<file path="src/rtl/right_shift_agc.sv">
// Automatic gain control for the right_shifter: one shift decision per window of valid samples.
// Optional macro RIGHT_SHIFT_AGC_STATS_EN adds up_count/down_count step counters.
module right_shift_agc #(
  parameter int TOTAL_WIDTH = 48,
  parameter int OUT_WIDTH   = 16,
  parameter int LOG_WINDOW  = 10,
  parameter int HOLDOFF     = 4,
  parameter int SHIFT_MAX   = 32,
  parameter int INIT_SHIFT  = 16,
  localparam int SW         = $clog2(TOTAL_WIDTH) + 1
) (
  input  logic                   clk,
  input  logic                   resetn,
  input  logic [TOTAL_WIDTH-1:0] din,
  input  logic                   din_valid,
  input  logic                   enable,
  input  logic                   manual,
  input  logic [SW-1:0]          manual_shift,
  input  logic                   ovf_clear,
  output logic [SW-1:0]          shift,
  output logic                   shift_update,
  output logic                   window_done,
`ifdef RIGHT_SHIFT_AGC_STATS_EN
  output logic [31:0]            up_count,
  output logic [31:0]            down_count,
`endif
  output logic                   ovf
);

  localparam int HW = (HOLDOFF > 1) ? $clog2(HOLDOFF) : 1;

  typedef enum logic [1:0] {
    IDLE   = 2'd0,
    ACQ    = 2'd1,
    DECIDE = 2'd2,
    SETTLE = 2'd3
  } state_t;

  state_t                 state_r;
  logic [LOG_WINDOW-1:0]  cnt_r;
  logic [HW-1:0]          hold_r;
  logic [TOTAL_WIDTH-2:0] peak_r;

  logic [TOTAL_WIDTH-2:0] mag_s;
  logic                   accept_s;
  logic                   ovf_hit_s;
  logic                   hi_s;
  logic                   lo_s;
  logic                   abort_s;
  logic [SW-1:0]          man_sat_s;

  // Sample magnitude, window thresholds and saturated manual shift.
  always_comb begin
    // Ones-complement magnitude avoids the -min overflow of a true absolute value.
    mag_s     = din[TOTAL_WIDTH-2:0] ^ {(TOTAL_WIDTH-1){din[TOTAL_WIDTH-1]}};
    accept_s  = (state_r == ACQ) && din_valid;
    ovf_hit_s = accept_s && (|mag_s[TOTAL_WIDTH-2:OUT_WIDTH-1]);
    hi_s      = |peak_r[TOTAL_WIDTH-2:OUT_WIDTH-1];
    lo_s      = ~|peak_r[TOTAL_WIDTH-2:OUT_WIDTH-3];
    abort_s   = manual || !enable;
    if (manual_shift > SW'(SHIFT_MAX)) begin
      man_sat_s = SW'(SHIFT_MAX);
    end else begin
      man_sat_s = manual_shift;
    end
  end

  // Control FSM with registered shift, pulses, sticky overflow and optional step counters.
  always_ff @(posedge clk) begin
    if (!resetn) begin
      state_r      <= IDLE;
      shift        <= SW'(INIT_SHIFT);
      cnt_r        <= '0;
      hold_r       <= '0;
      peak_r       <= '0;
      ovf          <= 1'b0;
      shift_update <= 1'b0;
      window_done  <= 1'b0;
`ifdef RIGHT_SHIFT_AGC_STATS_EN
      up_count     <= 32'd0;
      down_count   <= 32'd0;
`endif
    end else begin
      shift_update <= 1'b0;
      window_done  <= 1'b0;

      if (ovf_hit_s) begin
        ovf <= 1'b1;
      end else if (ovf_clear) begin
        ovf <= 1'b0;
      end

      // Manual override wins everywhere; non-IDLE states also abort to IDLE below.
      if (manual) begin
        shift <= man_sat_s;
      end

      case (state_r)
        IDLE: begin
          if (enable && !manual) begin
            state_r <= ACQ;
            cnt_r   <= '0;
            peak_r  <= '0;
          end
        end
        ACQ: begin
          if (abort_s) begin
            state_r <= IDLE;
          end else if (din_valid) begin
            peak_r <= peak_r | mag_s;
            if (cnt_r == '1) begin
              state_r     <= DECIDE;
              window_done <= 1'b1;
            end else begin
              cnt_r <= cnt_r + 1'b1;
            end
          end
        end
        DECIDE: begin
          cnt_r  <= '0;
          peak_r <= '0;
          hold_r <= '0;
          if (abort_s) begin
            state_r <= IDLE;
          end else if (hi_s && (shift < SW'(SHIFT_MAX))) begin
            shift        <= shift + 1'b1;
            shift_update <= 1'b1;
            state_r      <= SETTLE;
`ifdef RIGHT_SHIFT_AGC_STATS_EN
            up_count     <= up_count + 32'd1;
`endif
          end else if (lo_s && (shift != '0)) begin
            shift        <= shift - 1'b1;
            shift_update <= 1'b1;
            state_r      <= SETTLE;
`ifdef RIGHT_SHIFT_AGC_STATS_EN
            down_count   <= down_count + 32'd1;
`endif
          end else begin
            state_r <= ACQ;
          end
        end
        SETTLE: begin
          // Hold-off is time based so the shifter pipeline drains regardless of din_valid.
          if (abort_s) begin
            state_r <= IDLE;
          end else if (hold_r == HW'(HOLDOFF - 1)) begin
            state_r <= ACQ;
          end else begin
            hold_r <= hold_r + 1'b1;
          end
        end
        default: begin
          state_r <= IDLE;
        end
      endcase
    end
  end

endmodule
</file>
<file path="config.mk">
export PLATFORM = sky130hd
export DESIGN_NAME = right_shift_agc
export DESIGN_NICKNAME = d
export VERILOG_FILES = /design/src/rtl/right_shift_agc.sv
export SDC_FILE = /design/constraint.sdc
export NUM_CORES = 1
export LEC_CHECK = 0
export ABC_AREA = 1
export CORE_UTILIZATION = 25
export CTS_CLUSTER_DIAMETER = 100
export DETAILED_ROUTE_END_ITERATION = 10
export PLACE_DENSITY = 0.47
export SLEW_MARGIN = 5
export SYNTH_ARGS = -nofsm -noshare
export SYNTH_HDL_FRONTEND = slang
export SYNTH_SLANG_ARGS = --single-unit
export TNS_END_PERCENT = 50
</file>
<file path="constraint.sdc">
create_clock -name clk -period 3.17 [get_ports clk]
set_clock_uncertainty 0.2 [all_clocks]
set_input_delay 0.4755 -clock clk [delete_from_list [all_inputs] [get_ports clk]]
set_output_delay 0.4755 -clock clk [all_outputs]
set_load 0.1 [all_outputs]
</file>
==> flow_summary.yaml <==
drt:
  avgRoutedWirePerCell_um: 11.4
  routed-wl-met2_mm: 3.84
  met3_wirelength_um: 368
  first_pass_iters: 4
  routed_wl_mm: 8.37
  routed.top_layer: "met4"
  drtIter0Drc: 187
  wl_met1_mm: 4.06
  drtAntennaViolNets: 0
  via_count: 3182
  vias_per_cell: 4.33
  remaining_drc_errors: 0
clocking:
  clockBufferDepth: 2
  cts-root-buf: "clkbuf_16"
  numCtsBuffers: 9
  clk_pin_slew_ns: 0.05
  insertion_delay_ns: 0.32
  post_cts_buffers: 0
  cts_sinks: 58
  h-tree-depth: 3
  cts_resized: 0
  hold_buffers: 0
  cts_tree: "yes"
placed_design:
  hpwl_mm: 6.37
  place.port_buffers: 57
  place_congestion: 0.796
final_layout:
  final_cell_mix: "102 x nand2_1, 100 x nor2_1, 58 x dfxtp_1"
  layout_commonest_cell: "nand2_1"
  final_nets: 620
  regArea_um2: 1160
  fill_cells: 1418
  final_layout_size_suffix_gt1_frac: 0.0984
  antennaDiodeCount: 0
  final_util: 0.335
  multi_input_area_um2: 2000
  syn_to_final_growth_pct: 29.6
critical_path:
  cp.arrival_ns: 2.15
  r2r_end: "shift[2]$_SDFF_PN0_"
  critPathLaunchType: "input pin"
  r2r_start: "shift[0]$_SDFF_PN0_"
  crit_path_end_kind: "register"
  critPathLaunch: "manual"
  cp.buffers_inverters: 4
  crit_path_cell_trace: "clkdlybuf4s50_1 -> buf_4 -> inv_1 -> nand2_1 -> nand2_1 -> nand2_2 -> buf_4 -> nor2_1 -> o21a_1"
  critPathSlowestCell: "clkdlybuf4s50_1"
  critPathMaxStageDelay_ns: 0.46
  rrSetupSlack_ns: 1.25
  rr_worst_depth: 10
  critPathTopFamily: "buffers and inverters"
  cp.required_ns: 3.18
  path_class: "input pin to register"
  crit_fanout: 32
timing:
  maxSlewViolCount: 0
  rsz0062_at_grt: "false"
  clock.fmax_ghz: 0.467
  finalSetupViolations: 0
  post-route-min-period_ns: 2.14
  fin_crit_sh: 0.675
  finalSetupTns_ns: 0
  hold_viol: 0
  tightest_slew_ns: 0.515
  max_slew_margin: 0.657
synth:
  netlist.area_leader.share: 0.338
  synth_top_area_cell: "dfxtp_1"
  ys_seq_area_frac: 0.338
  syn_area_um2: 3430
  ys_ff_latch: 58
  syn_avg_cell_area_um2: 6.95
  yosys_warnings: 0
  synth_nets: 560
  synth_area_leaders: "dfxtp_1 34%, nand2_1 11%, nor2_1 11%, xnor2_1 8.2%, o21a_1 7.0%"
  synthCells: 494
  ys_types: 35
global_routing:
  grt.overflow.total: 0
  grt_pass1_wl_mm: 14.3
  antenna_found_initial: 0
  grt_max_degree: 39
  grt_pass1_vias: 3190
  gr-usage-all-layers: 0.126
min_path:
  holdPathStages: 2
  hp-start: "peak_r[14]$_SDFFE_PN0P_"
  min_path_type: "register to register"
  holdPathEnd: "peak_r[14]$_SDFFE_PN0P_"
die:
  ios: 71
  die_w_um: 119
  num_rows: 42
  die_h_um: 119
  start_util: 0.258
  die_area_um2: 14200
  core-area_um2: 13300
pwr:
  pwr_density_cell_nw_per_um2: 487
  vdd_drop_max_mv: 0.251
  leakagePower_nw: 1.86
job:
  cap_viol_max_count: 0
status:
  status: "finished, final reports clean"
-- where the power goes --
part	switching, mW	leakage, nW	internal, mW
Combinational	0.237	1.24	0.171
Clock	0.333	0.151	0.646
Sequential	0.0220	0.472	0.758
-- synthesized netlist by cell type --
cell type and n:
nor2b_1 1, xnor2_1 32, a21oi_1 17, nor2_4 2, inv_2 1, buf_6 6
buf_2 4, ha_1 5, xor2_1 8, dfxtp_1 58, o21a_1 32, nor2_2 4
a21oi_2 2, o21ai_1 1, nand2_2 4, nand3b_1 1, nand2_1 102, a31oi_1 1
nand4_1 6, o211a_1 1, buf_4 2, nor4_1 1, clkbuf_1 2, o21ai_0 18
nor2_1 100, inv_6 1, nand3_1 29, nor3_1 4, inv_1 39, clkinv_1 2
o21ai_2 1, or2_2 1, or2_1 1, nand2_4 3, nand3_2 2
-- state kept, by name, summed over array words and instances (netlist names) --
name,cells
peak_r,34
cnt_r,10
shift,7
hold_r,2
state_r,2
ovf,1
shift_update,1
window_done,1
-- per-stage QoR --
stage,total power [mW],cell area (um2),hold slack (ns),setup slack [ns],cells
3_3_place_gp,1.20,4150,0.235,0.727,719
4_1_cts,2.20,4450,0.252,1.03,735
3_5_place_dp,1.21,4150,0.244,0.702,719
2_1_floorplan,1.08,3430,0.227,0.698,494
6_report,2.17,4450,0.248,1.03,735
5_1_grt,2.28,4450,0.277,0.877,735
-- how the worst max path moves through the flow --
stage | end | slack [ns] | cells past startpoint
floorplan | shift[4]$_SDFF_PN1_ | 0.70 | 10
global placement | peak_r[32]$_SDFFE_PN0P_ | 0.73 | 9
detailed placement | peak_r[22]$_SDFFE_PN0P_ | 0.70 | 9
CTS | peak_r[42]$_SDFFE_PN0P_ | 1.03 | 9
global route | shift[4]$_SDFF_PN1_ | 0.88 | 11
finish | peak_r[42]$_SDFFE_PN0P_ | 1.03 | 9
-- worst register-to-register path: cells and delay by family, from the launching register on --
| family | cells | cell delay, ns |
|---|---|---|
| simple gates | 7 | 0.79 |
| flops | 1 | 0.42 |
| fa+ha+maj | 1 | 0.22 |
| buf+inv | 1 | 0.14 |
| compound gates | 1 | 0.05 |
-- cell families (layout without fill, tap and decap cells) --
logic type                 Yosys count  after routing  synth area share
buffers and inverters               57            122            0.0805
DFF                                 58             58             0.338
and+or+nand+nor                    261            261             0.326
xor gates and xnor gates            40             40             0.102
AOI/OAI and AO/OA                   73             73             0.135
adders and majority gates            5              5            0.0182
-- routing by layer --
| layer | track usage | vias to the layer above |
|---|---|---|
| met3 | 0.0297 | 7 |
| met2 | 0.216 | 67 |
| li1 | - | 1693 |
| met4 | 0.0475 | 0 |
| met1 | 0.151 | 1415 |
| met5 | 0 | - |
-- final cells by class --
type / count / share of cell area
well taps: 176 / 0.0495
clock buffers: 11 / 0.0568
flip-flops and latches: 58 / 0.261
clock inverters: 5 / 0.0118
inverters: 43 / 0.0374
repair buffers: 63 / 0.134
multi-input cells: 379 / 0.449
No activity file was read; power rests on OpenSTA's default activity.
